<file path="src/rtl/nn_seq_ctrl_if.sv">
// Handshake bundle between the segment buffer / NN engine side and nn_seq_ctrl.
interface nn_seq_ctrl_if #(
  parameter int unsigned CNT_W = 8
);
  logic             enable;
  logic             seg_shift_start;
  logic             seg_done;
  logic             nn_dv;
  logic [1:0]       nn_result;
  logic             clr_err;
  logic             nn_start;
  logic             result_dv;
  logic [1:0]       result;
  logic             busy;
  logic             overrun;
  logic             timeout_err;
  logic [CNT_W-1:0] det_count;

  // Driver of segment/NN events, consumer of controller status.
  modport master (
    output enable, seg_shift_start, seg_done, nn_dv, nn_result, clr_err,
    input  nn_start, result_dv, result, busy, overrun, timeout_err, det_count
  );

  // The sequencing controller itself.
  modport slave (
    input  enable, seg_shift_start, seg_done, nn_dv, nn_result, clr_err,
    output nn_start, result_dv, result, busy, overrun, timeout_err, det_count
  );
endinterface

</file>
<file path="src/rtl/nn_seq_ctrl.sv">
// Sequences segment load, NN run and result hand-off, with one-deep
// pending-segment queue, per-phase timeout and sticky error flags.
module nn_seq_ctrl #(
  parameter int unsigned TO_CYCLES = 65535,
  parameter int unsigned CNT_W     = 8
) (
  input  logic         clk,
  input  logic         reset,
  nn_seq_ctrl_if.slave bus
);

  localparam int unsigned TMO_W = (TO_CYCLES > 1) ? $clog2(TO_CYCLES) : 1;
  localparam logic [TMO_W-1:0] TMO_LAST = TMO_W'(TO_CYCLES - 1);
  localparam logic [CNT_W-1:0] CNT_MAX  = '1;

  typedef enum logic [2:0] {
    ST_IDLE,
    ST_LOAD,
    ST_RUN,
    ST_OUT,
    ST_ERR
  } state_e;

  state_e           state, state_nxt;
  logic             pend, pend_nxt;
  logic [TMO_W-1:0] tmo_cnt, tmo_cnt_nxt;
  logic             start_en_c;
  logic             set_ovr_c;
  logic             set_tmo_c;
  logic             cap_c;
  logic             cnt_inc_c;

  assign start_en_c = bus.seg_shift_start && bus.enable;

  // State, pending flag and phase timer registers.
  always_ff @(posedge clk or negedge reset) begin
    if (!reset) begin
      state   <= ST_IDLE;
      pend    <= 1'b0;
      tmo_cnt <= '0;
    end else begin
      state   <= state_nxt;
      pend    <= pend_nxt;
      tmo_cnt <= tmo_cnt_nxt;
    end
  end

  // Next-state, pending-segment and event decode.
  always_comb begin
    state_nxt   = state;
    pend_nxt    = pend;
    tmo_cnt_nxt = tmo_cnt;
    set_ovr_c   = 1'b0;
    set_tmo_c   = 1'b0;
    cap_c       = 1'b0;
    cnt_inc_c   = 1'b0;

    // A new segment while busy is queued once; a second one is dropped.
    if ((state != ST_IDLE) && start_en_c) begin
      if (pend) set_ovr_c = 1'b1;
      else      pend_nxt  = 1'b1;
    end

    case (state)
      ST_IDLE: begin
        if (start_en_c) begin
          state_nxt   = ST_LOAD;
          tmo_cnt_nxt = '0;
        end
      end
      ST_LOAD: begin
        if (bus.seg_done) begin
          state_nxt   = ST_RUN;
          tmo_cnt_nxt = '0;
        end else if (tmo_cnt == TMO_LAST) begin
          state_nxt = ST_ERR;
          set_tmo_c = 1'b1;
        end else begin
          tmo_cnt_nxt = tmo_cnt + TMO_W'(1);
        end
      end
      ST_RUN: begin
        if (bus.nn_dv) begin
          state_nxt = ST_OUT;
          cap_c     = 1'b1;
        end else if (tmo_cnt == TMO_LAST) begin
          state_nxt = ST_ERR;
          set_tmo_c = 1'b1;
        end else begin
          tmo_cnt_nxt = tmo_cnt + TMO_W'(1);
        end
      end
      ST_OUT: begin
        cnt_inc_c = (bus.result != 2'd0);
        // Queued or freshly arriving segment goes straight to LOAD.
        if (pend || start_en_c) begin
          state_nxt   = ST_LOAD;
          pend_nxt    = 1'b0;
          tmo_cnt_nxt = '0;
        end else begin
          state_nxt = ST_IDLE;
        end
      end
      ST_ERR: begin
        state_nxt = ST_IDLE;
        pend_nxt  = 1'b0;
      end
      default: begin
        state_nxt = ST_IDLE;
        pend_nxt  = 1'b0;
      end
    endcase
  end

  // Registered outputs; set events take priority over clr_err.
  always_ff @(posedge clk or negedge reset) begin
    if (!reset) begin
      bus.nn_start    <= 1'b0;
      bus.result_dv   <= 1'b0;
      bus.busy        <= 1'b0;
      bus.result      <= 2'd0;
      bus.overrun     <= 1'b0;
      bus.timeout_err <= 1'b0;
      bus.det_count   <= '0;
    end else begin
      bus.nn_start  <= (state_nxt == ST_RUN);
      bus.result_dv <= (state_nxt == ST_OUT);
      bus.busy      <= (state_nxt != ST_IDLE);
      if (cap_c) bus.result <= bus.nn_result;

      if (set_ovr_c)        bus.overrun <= 1'b1;
      else if (bus.clr_err) bus.overrun <= 1'b0;

      if (set_tmo_c)        bus.timeout_err <= 1'b1;
      else if (bus.clr_err) bus.timeout_err <= 1'b0;

      if (cnt_inc_c) begin
        if (bus.det_count != CNT_MAX) bus.det_count <= bus.det_count + CNT_W'(1);
      end else if (bus.clr_err) begin
        bus.det_count <= '0;
      end
    end
  end

endmodule

</file>
<file path="src/flat_wrapper.sv">
// flat-port wrapper written by rule: the top's interface ports become plain ports
module nn_seq_ctrl_flat 
#(
  parameter int unsigned TO_CYCLES = 65535,
  parameter int unsigned CNT_W     = 8
)
  (clk, reset, bus_enable, bus_seg_shift_start, bus_seg_done, bus_nn_dv, bus_nn_result, bus_clr_err, bus_nn_start, bus_result_dv, bus_result, bus_busy, bus_overrun, bus_timeout_err, bus_det_count);
  nn_seq_ctrl_if #(.CNT_W(CNT_W)) bus_i ();
  input  logic clk;
  input  logic reset;
  input wire logic [$bits(bus_i.enable)-1:0] bus_enable;
  input wire logic [$bits(bus_i.seg_shift_start)-1:0] bus_seg_shift_start;
  input wire logic [$bits(bus_i.seg_done)-1:0] bus_seg_done;
  input wire logic [$bits(bus_i.nn_dv)-1:0] bus_nn_dv;
  input wire logic [$bits(bus_i.nn_result)-1:0] bus_nn_result;
  input wire logic [$bits(bus_i.clr_err)-1:0] bus_clr_err;
  output wire logic [$bits(bus_i.nn_start)-1:0] bus_nn_start;
  output wire logic [$bits(bus_i.result_dv)-1:0] bus_result_dv;
  output wire logic [$bits(bus_i.result)-1:0] bus_result;
  output wire logic [$bits(bus_i.busy)-1:0] bus_busy;
  output wire logic [$bits(bus_i.overrun)-1:0] bus_overrun;
  output wire logic [$bits(bus_i.timeout_err)-1:0] bus_timeout_err;
  output wire logic [$bits(bus_i.det_count)-1:0] bus_det_count;
  assign bus_i.enable = bus_enable;
  assign bus_i.seg_shift_start = bus_seg_shift_start;
  assign bus_i.seg_done = bus_seg_done;
  assign bus_i.nn_dv = bus_nn_dv;
  assign bus_i.nn_result = bus_nn_result;
  assign bus_i.clr_err = bus_clr_err;
  assign bus_nn_start = bus_i.nn_start;
  assign bus_result_dv = bus_i.result_dv;
  assign bus_result = bus_i.result;
  assign bus_busy = bus_i.busy;
  assign bus_overrun = bus_i.overrun;
  assign bus_timeout_err = bus_i.timeout_err;
  assign bus_det_count = bus_i.det_count;
  nn_seq_ctrl #(.TO_CYCLES(TO_CYCLES), .CNT_W(CNT_W)) u_core (.clk(clk), .reset(reset), .bus(bus_i));
endmodule
</file>
<file path="config.mk">
export PLATFORM = sky130hd
export DESIGN_NAME = nn_seq_ctrl_flat
export DESIGN_NICKNAME = d
export VERILOG_FILES = /design/src/rtl/nn_seq_ctrl_if.sv /design/src/rtl/nn_seq_ctrl.sv /design/src/flat_wrapper.sv
export SDC_FILE = /design/constraint.sdc
export NUM_CORES = 1
export LEC_CHECK = 0
export BUFFER_PORTS_ARGS = -buffer_cell sky130_fd_sc_hd__buf_2
export CELL_PAD_IN_SITES_DETAIL_PLACEMENT = 1
export CELL_PAD_IN_SITES_GLOBAL_PLACEMENT = 1
export CORE_MARGIN = 10
export CORE_UTILIZATION = 44
export DETAILED_ROUTE_END_ITERATION = 7
export PLACE_DENSITY = 0.87
export SYNTH_ARGS = -nofsm -noshare
export SYNTH_HDL_FRONTEND = slang
export SYNTH_SLANG_ARGS = --single-unit
</file>
<file path="constraint.sdc">
create_clock -name clk -period 2.3 [get_ports clk]
set_input_delay 0.46 -clock clk [delete_from_list [all_inputs] [get_ports clk]]
set_output_delay 0.46 -clock clk [all_outputs]
set_load 0.01 [all_outputs]
</file>
* Word level (Yosys, flattened, before mapping)
Cells that the tools add are included.
Cells by class: reductions and logical operators 14, $add $sub $neg 2, eq/ne operators 11, multiplexer cells 30
Operators with widths (count):
- $mux W16 | 5
- $pmux W16 S4 | 1
- $mux W8 | 3
- $add A16 B1 Y16 const B | 1
- $eq A16 B16 Y1 const B | 1
- $mux W1 | 14
- $eq A3 B2 Y1 const B | 4
- $mux W3 | 4
- $pmux W3 S4 | 1
- $add A8 B1 Y8 const B | 1
- $ne A8 B8 Y1 const B | 1
- $reduce_bool A2 Y1 | 4
- $reduce_bool A3 Y1 | 2
- $ne A2 B1 Y1 const B | 2
- $ne A2 B2 Y1 const B | 2
- $pmux W1 S2 | 2
- $reduce_and A4 Y1 | 1
- $reduce_bool A4 Y1 | 1
- $eq A3 B1 Y1 const B | 1
- $logic_not A3 Y1 | 1
- $reduce_or A3 Y1 | 1
- $logic_and A1 B1 Y1 | 2
- $reduce_and A2 Y1 | 1
- $logic_or A1 B1 Y1 | 1
Storage, ports and cells: input bits 9, word-level logic and storage cells 67, bits in registers 35

* Logic depth before layout (Yosys ltp)
Gate-level depths: netlist of run 1.
depth after elaboration 5, mapped depth 8, depth with buffers taken out 7

* Worst setup path after synthesis of run 1
No wires, ideal clock.
path type flip-flop to flip-flop, from register u_core.tmo_cnt[0], to register u_core.tmo_cnt[3], buffers on the path 1, data arrival time 1.923 ns, slack 0.299 ns, period minus slack after synthesis 2.001 ns, library setup time 0.078 ns, cell stages (with the launch flop) 9, cells stage by stage dfrtp_1 -> inv_1 -> ha_1 -> and3_1 -> and4_1 -> or3_1 -> clkbuf_1 -> or3_1 -> a21oi_1
Between the ends: cells in the longest elaborated chain, start to end 4, elaborated cells between the ends (all ways) 6, those cells by class 1 x add/sub; 1 x eq/ne; 4 x mux
RTL lines:
- start: declaration | RTL line nn_seq_ctrl.sv:26 | logic [TMO_W-1:0] tmo_cnt, tmo_cnt_nxt;
- start signal: assignment | RTL line nn_seq_ctrl.sv:44 | tmo_cnt <= tmo_cnt_nxt;
- $add A16 B1 Y16 or $eq A16 B16 Y1 (tied branches)
- $mux W16 * | RTL line nn_seq_ctrl.sv:75, nn_seq_ctrl.sv:86
- $mux W16 (on tied branches) | RTL line nn_seq_ctrl.sv:83, nn_seq_ctrl.sv:72
- $pmux W16 S4 * | RTL line nn_seq_ctrl.sv:64 | case (state)
Every way passes the cells marked *; elsewhere a longest branch is shown, timed or not. The select of a mux whose other input is x is not followed. A chain may end at the register's enable or synchronous reset.

* Worst setup path after layout of run 1
Same ends and word-level chain as after synthesis.

==> results.toml, run 1 <==
[sta]
finalHoldViolCount = 0
finalClockSkew_ns = 0.008608
fin_crit_ns = 2.170
finalWorstSetupSlack_ns = 0.1297
finalCritPeriodShare = 0.9436
relSlewSlack = 0.4749
fmax_mhz = 460.8
slew_viol_final = 0
setup_viol = 0
worst_pin_slew_ns = 0.7876
fin_hold_ws_ns = 0.2488
tns_ns = 0
rsz0062_at_grt = "false"

[clocking]
clockBufferDepth = 2
cts_tree = "done"
insertion_delay_ns = 0.29
root_buffer = "clkbuf_8"
clock-sinks = 35
cts_inserted_buffers = 5
cts.clk_slew.worst_paths_ns = 0.07
htreeDepth = 2
hold_buffers = 0

[yosys]
synth-seq-area-share = 0.4645
synthesis.area_mm2 = 0.001886
async_flop_share = 1.000
syn-num-nets = 212
synth-edff-count = 0
avgSynthCellArea_um2 = 9.428
ys_ff_latch = 35
synthCells = 200
yosys_warnings = 0
ys.flop_type = "dfrtp_1"
synthDistinctLibCells = 43

[place]
hpwl_um = 3366
post-place-ws_ns = 0.1477
port_buffers = 23
gp_congestion = 0.8914

[pwr]
power_frac_clock = 0.302
ir_drop_mv = 0.6512
power_switching_share = 0.3473
combinationalPowerShare = 0.313
p_per_area_mw_per_mm2 = 998.0
p_switching_mw = 0.7571
power.internal_mw = 1.423
power_mw = 2.180
power.leakage_nw = 0.9925
power.share.sequential = 0.385

[cells_and_area]
drive_above_1_share = 0.1894
final_common_cell = "dfrtp_1"
antenna_cells = 0
fin_nets = 238
multi_input_area_um2 = 967.2
final_cell_mix = "dfrtp_1 (34), buf_2 (23), nand3_1 (17), nand2_1 (17), nor2_1 (13)"
area_growth_pct = 15.86
area.sequential_um2 = 877.1
fillers = 500

[critical_path]
path_class = "flip-flop to flip-flop"
worstPathRequired_ns = 2.51
startpoint_type = "flip-flop"
cp-end-kind = "flip-flop"
arrival_ns = 2.38
critPathMaxFanout = 8

[global_routing]
grt_pass1_wl_um = 8452
overflow = 0
grt_usage = 0.1402
grt_max_degree = 36
antenna_found_initial = 0
grt_pass1_vias = 1686

[run]
drv_cap = 0

[die]
coreArea_mm2 = 0.004086
start_util = 0.4614
die_area_mm2 = 0.007303
fp.dieW_um = 85.46
ios = 24
rows = 23
die_h_um = 85.46

[route]
vias = 1634
post_drt_wl_per_cell_um = 17.02
via_per_inst = 5.899
drc_errors = 0
first_pass_iters = 4
drt_iter0_drc = 80
ant_nets = 0
routed_wl_um = 4714

[run_status]
outcome = "finished clean"

[hold_path]
hold_class = "primary input to asynchronous set/reset pin"
-- power by group through the flow --
stage | Combinational [mW] | Sequential [mW] | Clock (mW)
6_report | 0.682 | 0.839 | 0.659
5_1_grt | 0.782 | 0.863 | 0.702
4_1_cts | 0.693 | 0.837 | 0.678
3_5_place_dp | 0.685 | 0.848 | 0
3_3_place_gp | 0.668 | 0.842 | 0
2_1_floorplan | 0.492 | 0.820 | 0
-- worst max-delay path, cell delays in order (launching register included) --
cell and delay (ns):
dfrtp_1 0.40, inv_1 0.06, ha_1 0.20, and3_1 0.21, and4_1 0.20, or3_1 0.48, or3_1 0.38, a21oi_1 0.16
-- cell usage after synthesis, types with 2 or more instances --
cell / number / share of area
clkbuf_1: 3 / 0.0060
and2_1: 3 / 0.010
nand3b_1: 3 / 0.012
mux2_2: 2 / 0.012
a21oi_1: 11 / 0.029
or3_1: 9 / 0.030
nor3_1: 5 / 0.013
nand3_1: 17 / 0.045
or2_2: 2 / 0.0066
and3_1: 5 / 0.017
inv_1: 6 / 0.012
and4_1: 4 / 0.019
nor3b_1: 3 / 0.012
a21o_1: 2 / 0.0080
nand4_1: 2 / 0.0066
mux2i_1: 4 / 0.021
dfrtp_1: 35 / 0.46
a31oi_1: 5 / 0.017
nor2_1: 13 / 0.026
xnor2_1: 3 / 0.014
a211oi_1: 5 / 0.020
o21ai_0: 11 / 0.029
nor2b_1: 2 / 0.0066
o2bb2ai_1: 2 / 0.0093
o41ai_1: 2 / 0.0093
a31o_2: 3 / 0.014
nand2b_1: 4 / 0.013
ha_1: 3 / 0.020
nand2_1: 17 / 0.034
-- metal layers --
metal	vias to the layer above	part of all wire	global-route usage
met3	4	0.043	0.04207
met1	815	0.45	0.1664
met2	24	0.49	0.2323
met4	0	0.013	0.05090
li1	791	-	-
met5	-	0	0
-- registers in the layout (all words and copies together), names as in the netlist --
| signal | count |
|---|---|
| u_core.tmo_cnt | 16 |
| u_core.bus.nn_start | 1 |
| u_core.bus.det_count | 8 |
| u_core.bus.result_dv | 1 |
| u_core.pend | 1 |
| u_core.state | 3 |
| u_core.bus.overrun | 1 |
| u_core.bus.busy | 1 |
| u_core.bus.result | 2 |
| u_core.bus.timeout_err | 1 |
-- metrics by stage --
| step | instance area, um2 | util | cells |
|---|---|---|---|
| after floorplan | 1886 | - | 200 |
| after global placement | 2051 | 0.5018 | 269 |
| after detailed placement | 2051 | 0.5018 | 269 |
| after CTS | 2183 | 0.5343 | 277 |
| after global routing | 2185 | 0.5346 | 277 |
| final | 2185 | 0.5346 | 277 |
-- logic make-up after synthesis --
group | Yosys count | synth area share
AND/OR/NAND/NOR | 93 | 0.2714
AO/OA/AOI/OAI | 49 | 0.1745
flip-flops | 35 | 0.4645
buffers and inverters | 11 | 0.02256
multiplexers | 6 | 0.03318
XOR/XNOR | 3 | 0.01394
adder cells (fa/ha/maj) | 3 | 0.01991
-- final cells by class --
| class | count | share of cell area |
|---|---|---|
| clock buffers | 6 | 0.03322 |
| clock inverters | 2 | 0.02749 |
| inverters | 6 | 0.01031 |
| multi-input cells | 154 | 0.4427 |
| flip-flops and latches | 35 | 0.4015 |
| well taps | 50 | 0.02864 |
| repair buffers | 24 | 0.05613 |
-- what timing repair did --
| item | CTS | global route |
|---|---|---|
| resized for setup | 0 | 2 |
| endpoints found under the setup margin | 0 | 1 |
| buffers inserted | 0 | 0 |
| endpoints found under the hold margin | 0 | 0 |
-- final timing paths --
kind | start | to | slack [ns] | cells past startpoint
max reg2reg | u_core.tmo_cnt[0]$_DFFE_PN0P_ | u_core.tmo_cnt[3]$_DFFE_PN0P_ | 0.13 | 7
min | reset | u_core.bus.overrun$_DFFE_PN0P_ | 0.25 | 1
min in group clk | bus_clr_err | u_core.bus.det_count[6]$_DFFE_PN0P_ | 0.36 | 2
max in group asynchronous | reset | u_core.state[1]$_DFF_PN0_ | 1.50 | 1
max | u_core.tmo_cnt[0]$_DFFE_PN0P_ | u_core.tmo_cnt[3]$_DFFE_PN0P_ | 0.13 | 7
min reg2reg | u_core.bus.timeout_err$_DFFE_PN0P_ | u_core.bus.timeout_err$_DFFE_PN0P_ | 0.48 | 1
Power figures use the tool's default switching activity.
==> run 2, diff against run 1 <==
--- a/config.mk
+++ b/config.mk
@@ -5,13 +5,14 @@
 export SDC_FILE = /design/constraint.sdc
 export NUM_CORES = 1
 export LEC_CHECK = 0
-export BUFFER_PORTS_ARGS = -buffer_cell sky130_fd_sc_hd__buf_2
 export CELL_PAD_IN_SITES_DETAIL_PLACEMENT = 1
 export CELL_PAD_IN_SITES_GLOBAL_PLACEMENT = 1
 export CORE_MARGIN = 10
-export CORE_UTILIZATION = 44
+export CORE_UTILIZATION = 48
+export CTS_BUF_LIST = sky130_fd_sc_hd__clkbuf_4 sky130_fd_sc_hd__clkbuf_8 sky130_fd_sc_hd__clkbuf_16
 export DETAILED_ROUTE_END_ITERATION = 7
-export PLACE_DENSITY = 0.87
+export DONT_BUFFER_PORTS = 1
+export PLACE_DENSITY = 0.78
 export SYNTH_ARGS = -nofsm -noshare
 export SYNTH_HDL_FRONTEND = slang
 export SYNTH_SLANG_ARGS = --single-unit
==> results.toml, run 2 (same netlist as run 1, synthesis figures left out) <==
[critical_path]
reg2reg_depth = 5
worstPathRequired_ns = 2.46
cp-end-kind = "flip-flop"
rr_endpoint = "u_core.tmo_cnt[14]$_DFFE_PN0P_"
rrSetupSlack_ns = 0.16
arrival_ns = 2.30
r2r_start = "u_core.state[1]$_DFF_PN0_"
startpoint_type = "flip-flop"
path_class = "flip-flop to flip-flop"
crit_start = "u_core.state[1]$_DFF_PN0_"
critPathMaxFanout = 14

[pwr]
power.leakage_nw = 0.9124
power.internal_mw = 1.305
power_mw = 2.093
power.share.sequential = 0.417
p_per_area_mw_per_mm2 = 993.8
power_frac_clock = 0.269
ir_drop_mv = 0.5587
power_switching_share = 0.3764
p_switching_mw = 0.7876
combinationalPowerShare = 0.314

[sta]
setup_viol = 0
finalCritPeriodShare = 0.9288
slew_viol_final = 0
relSlewSlack = 0.6160
worst_pin_slew_ns = 0.5747
finalClockSkew_ns = 0.01029
finalHoldViolCount = 0
fin_crit_ns = 2.136
finalWorstSetupSlack_ns = 0.1639
rsz0062_at_grt = "false"
tns_ns = 0
fin_hold_ws_ns = 0.2506
fmax_mhz = 468.1

[die]
die_h_um = 82.68
coreArea_mm2 = 0.003716
ios = 24
rows = 22
fp.dieW_um = 82.68
die_area_mm2 = 0.006835
start_util = 0.5074

[place]
dp.cells = 248
port_buffers = 0
placed_area_mm2 = 0.001963
post-place-ws_ns = 0.1802
hpwl_um = 3626
gp_congestion = 0.9239

[clocking]
insertion_delay_ns = 0.29
cts_inserted_buffers = 5
root_buffer = "clkbuf_8"
clockBufferDepth = 2
clock-sinks = 35
hold_buffers = 2
cts.clk_slew.worst_paths_ns = 0.08
cts_resized = 0
cts_tree = "done"
cts_setup_buffers = 0
htreeDepth = 2

[cells_and_area]
area.sequential_um2 = 875.8
largest_register_ffs = 16
finalNonFillerCells = 258
fillers = 448
largest-register = "u_core.tmo_cnt"
final_cell_mix = "dfrtp_1 (35), nand3_1 (17), nand2_1 (17)"
final_common_cell = "dfrtp_1"
fin_area_mm2 = 0.002106
reg.largest.list = "u_core.tmo_cnt x16, u_core.bus.det_count x8, u_core.state x3"
area_growth_pct = 11.68
drive_above_1_share = 0.1190
multi_input_area_um2 = 967.2
fin_nets = 221
antenna_cells = 0
final_util = 0.5667

[route]
via_per_inst = 6.271
post_drt_wl_per_cell_um = 19.63
routed_wl_um = 5064
drt_iter0_drc = 56
first_pass_iters = 4
vias = 1618
drc_errors = 0
ant_nets = 0

[global_routing]
grt_usage = 0.1645
grt_max_degree = 36
grt_pass1_vias = 1766
antenna_found_initial = 0
overflow = 0
grt_pass1_wl_um = 8687

[run]
drv_cap = 0

[hold_path]
hold_end = "u_core.bus.det_count[6]$_DFFE_PN0P_"
hold_class = "primary input to flip-flop"
min_from = "bus_clr_err"
holdPathStages = 1

[run_status]
outcome = "finished clean"
run 2: how the worst max path moves through the flow:
stage | end | depth (start not counted) | slack [ns]
2_1_floorplan | u_core.tmo_cnt[3]$_DFFE_PN0P_ | 8 | 0.30
3_3_place_gp | u_core.tmo_cnt[3]$_DFFE_PN0P_ | 7 | 0.28
3_5_place_dp | u_core.tmo_cnt[4]$_DFFE_PN0P_ | 7 | 0.18
4_1_cts | u_core.tmo_cnt[4]$_DFFE_PN0P_ | 7 | 0.16
5_1_grt | u_core.tmo_cnt[14]$_DFFE_PN0P_ | 5 | 0.009
6_report | u_core.tmo_cnt[14]$_DFFE_PN0P_ | 5 | 0.16
run 2: metal layers:
layer | share of wire | vias to the layer above | global-route usage
met1 | 0.39 | 815 | 0.1744
met2 | 0.53 | 34 | 0.2901
met5 | 0 | - | 0
met3 | 0.056 | 7 | 0.05508
li1 | - | 762 | -
met4 | 0.016 | 0 | 0.07191
run 2: worst max-delay path: stages, from the launching register on:
cell and delay (ns):
dfrtp_1 0.61, nand2b_1 0.16, o211a_4 0.19, or3_2 0.51, o311ai_0 0.39, o41ai_1 0.13
run 2: area by class of cell:
type / count / area share
well taps: 48 / 0.02852
clock inverters: 3 / 0.02080
inverters: 6 / 0.01070
repair buffers: 7 / 0.03209
clock buffers: 5 / 0.03268
multi-input cells: 154 / 0.4593
flip-flops and latches: 35 / 0.4159
run 2: power by group through the flow:
stage / registers (mW) / logic (mW) / clock network [mW]
floorplan: 0.820 / 0.492 / 0
global placement: 0.872 / 0.597 / 0
detailed placement: 0.882 / 0.628 / 0
CTS: 0.872 / 0.664 / 0.574
global route: 0.892 / 0.739 / 0.604
finish: 0.873 / 0.656 / 0.563
==> run 3, diff against run 2 <==
--- a/config.mk
+++ b/config.mk
@@ -7,7 +7,7 @@
 export LEC_CHECK = 0
 export CELL_PAD_IN_SITES_DETAIL_PLACEMENT = 1
 export CELL_PAD_IN_SITES_GLOBAL_PLACEMENT = 1
-export CORE_MARGIN = 10
+export CORE_MARGIN = 3
 export CORE_UTILIZATION = 48
 export CTS_BUF_LIST = sky130_fd_sc_hd__clkbuf_4 sky130_fd_sc_hd__clkbuf_8 sky130_fd_sc_hd__clkbuf_16
 export DETAILED_ROUTE_END_ITERATION = 7
==> results.toml, run 3 (same netlist as run 1, synthesis figures left out) <==
[critical_path]
rr_endpoint = "u_core.tmo_cnt[4]$_DFFE_PN0P_"
path_cells = "inv_1 > ha_1 > and3_1 > and4_1 > or3_4 > or3_1 > a21oi_1"
crit_family = "simple AND/OR/NAND/NOR gates"
rrSetupSlack_ns = 0.20
r2r_start = "u_core.tmo_cnt[0]$_DFFE_PN0P_"
startpoint_type = "flip-flop"
path_class = "flip-flop to flip-flop"
arrival_ns = 2.31
crit_slowest_cell = "or3_4"
crit_path_max_incr_delay_ns = 0.43
reg2reg_depth = 7
cp-end-kind = "flip-flop"
worstPathRequired_ns = 2.51
critPathMaxFanout = 8
crit_buf_inv = 1

[sta]
finalCritPeriodShare = 0.9127
rsz0062_at_grt = "false"
fin_crit_ns = 2.099
fmax_mhz = 476.4
worst_pin_slew_ns = 0.5694
fin_hold_ws_ns = 0.2567
setup_viol = 0
finalClockSkew_ns = 0.002773
slew_viol_final = 0
relSlewSlack = 0.6173
tns_ns = 0
finalHoldViolCount = 0

[clocking]
root_buffer = "clkbuf_8"
insertion_delay_ns = 0.29
cts_tree = "done"
cts.clk_slew.worst_paths_ns = 0.07
htreeDepth = 2
cts_inserted_buffers = 5
clockBufferDepth = 2
clock-sinks = 35

[pwr]
p_switching_mw = 0.7484
ir_drop_mv = 0.6791
p_per_area_mw_per_mm2 = 963.3
power_switching_share = 0.3709
power.internal_mw = 1.269
power_frac_clock = 0.251
combinationalPowerShare = 0.319
power.leakage_nw = 0.9040
power.share.sequential = 0.430

[route]
drt_iter0_drc = 57
vias = 1592
post_drt_wl_per_cell_um = 17.61
via_per_inst = 6.195
ant_nets = 0
first_pass_iters = 4
drc_errors = 0
routed_wl_um = 4527

[cells_and_area]
area_growth_pct = 11.08
largest-register = "u_core.tmo_cnt"
final_cell_mix = "dfrtp_1 (35), nand3_1 (17), nand2_1 (17)"
reg.largest.list = "u_core.tmo_cnt x16, u_core.bus.det_count x8, u_core.state x3"
area.sequential_um2 = 875.8
fillers = 443
final_common_cell = "dfrtp_1"
fin_area_mm2 = 0.002095
drive_above_1_share = 0.1196
final_util = 0.5636
multi_input_area_um2 = 972.2
largest_register_ffs = 16
antenna_cells = 0
fin_nets = 220

[global_routing]
grt_max_degree = 36
grt_pass1_vias = 1570
grt_usage = 0.2150
overflow = 0
grt_pass1_wl_um = 7458
antenna_found_initial = 0

[die]
die_area_mm2 = 0.004716
ios = 24
fp.dieW_um = 68.68
start_util = 0.5074
die_h_um = 68.68
rows = 22
coreArea_mm2 = 0.003716

[place]
placed_area_mm2 = 0.001956
gp_congestion = 0.9712
port_buffers = 0
hpwl_um = 3346

[hold_path]
min_from = "bus_clr_err"
holdPathStages = 1
hold_class = "primary input to flip-flop"
hold_end = "u_core.bus.det_count[6]$_DFFE_PN0P_"

[run]
drv_cap = 0

[run_status]
outcome = "finished clean"
run 3: cell count changes in the layout (fill, tap and decap cells not counted):
cell       change
buf_4          -1
or3_4          +1
clkinv_2       -1
clkbuf_8       +2
bufinv_16      -1
clkbuf_4       +1
clkinv_4       -1
or3_1          -1
run 3: power by group through the flow:
| stage | combinational [mW] | sequential, mW | clock [mW] |
|---|---|---|---|
| after floorplan | 0.492 | 0.820 | 0 |
| after global placement | 0.584 | 0.868 | 0 |
| after detailed placement | 0.615 | 0.880 | 0 |
| after CTS | 0.642 | 0.868 | 0.523 |
| after global routing | 0.722 | 0.889 | 0.551 |
| final | 0.644 | 0.868 | 0.506 |
run 3: worst reg2reg max path: stages (launching register included):
cell     delay, ns
dfrtp_1       0.41
inv_1         0.07
ha_1          0.20
and3_1        0.19
and4_1        0.20
or3_4         0.43
or3_1         0.36
a21oi_1       0.16
run 3: how the worst max path moves through the flow:
stage	cells past startpoint	end	start
floorplan	8	u_core.tmo_cnt[3]$_DFFE_PN0P_	u_core.tmo_cnt[0]$_DFFE_PN0P_
global placement	7	u_core.tmo_cnt[3]$_DFFE_PN0P_	u_core.tmo_cnt[0]$_DFFE_PN0P_
detailed placement	7	u_core.tmo_cnt[4]$_DFFE_PN0P_	u_core.tmo_cnt[0]$_DFFE_PN0P_
CTS	7	u_core.tmo_cnt[4]$_DFFE_PN0P_	u_core.tmo_cnt[0]$_DFFE_PN0P_
global route	7	u_core.tmo_cnt[4]$_DFFE_PN0P_	u_core.tmo_cnt[0]$_DFFE_PN0P_
finish	7	u_core.tmo_cnt[4]$_DFFE_PN0P_	u_core.tmo_cnt[0]$_DFFE_PN0P_
run 3: cell type report:
| type | instances | area share |
|---|---|---|
| Inverter | 6 | 0.01075 |
| Tap cell | 48 | 0.02867 |
| Clock buffer | 8 | 0.04958 |
| Timing Repair Buffer | 6 | 0.02867 |
| Sequential cell | 35 | 0.4182 |
| Multi-Input combinational cell | 154 | 0.4642 |
run 3: what timing repair did:
item | 4_1_cts | 5_1_grt
gates resized for setup | 0 | 1
setup buffers | 0 | 0
setup endpoints to repair | 0 | 1
hold buffers | 2 | 0
endpoints found under the hold margin | 35 | 0
run 3: per-stage QoR:
| stage | cells | power, mW | setup WS, ns |
|---|---|---|---|
| after detailed placement | 247 | 1.495 | 0.1398 |
| final | 257 | 2.018 | 0.2008 |
| after global placement | 247 | 1.452 | 0.2721 |
| after CTS | 257 | 2.033 | 0.1277 |
| after global routing | 257 | 2.162 | 0.07072 |
| after floorplan | 200 | 1.313 | 0.2986 |
run 3: layer usage:
metal,global-route usage,share of wire,vias to the layer above
li1,-,-,757
met2,0.3528,0.50,29
met4,0.1141,0.022,0
met1,0.2637,0.44,797
met3,0.04376,0.038,9
met5,0,0,-
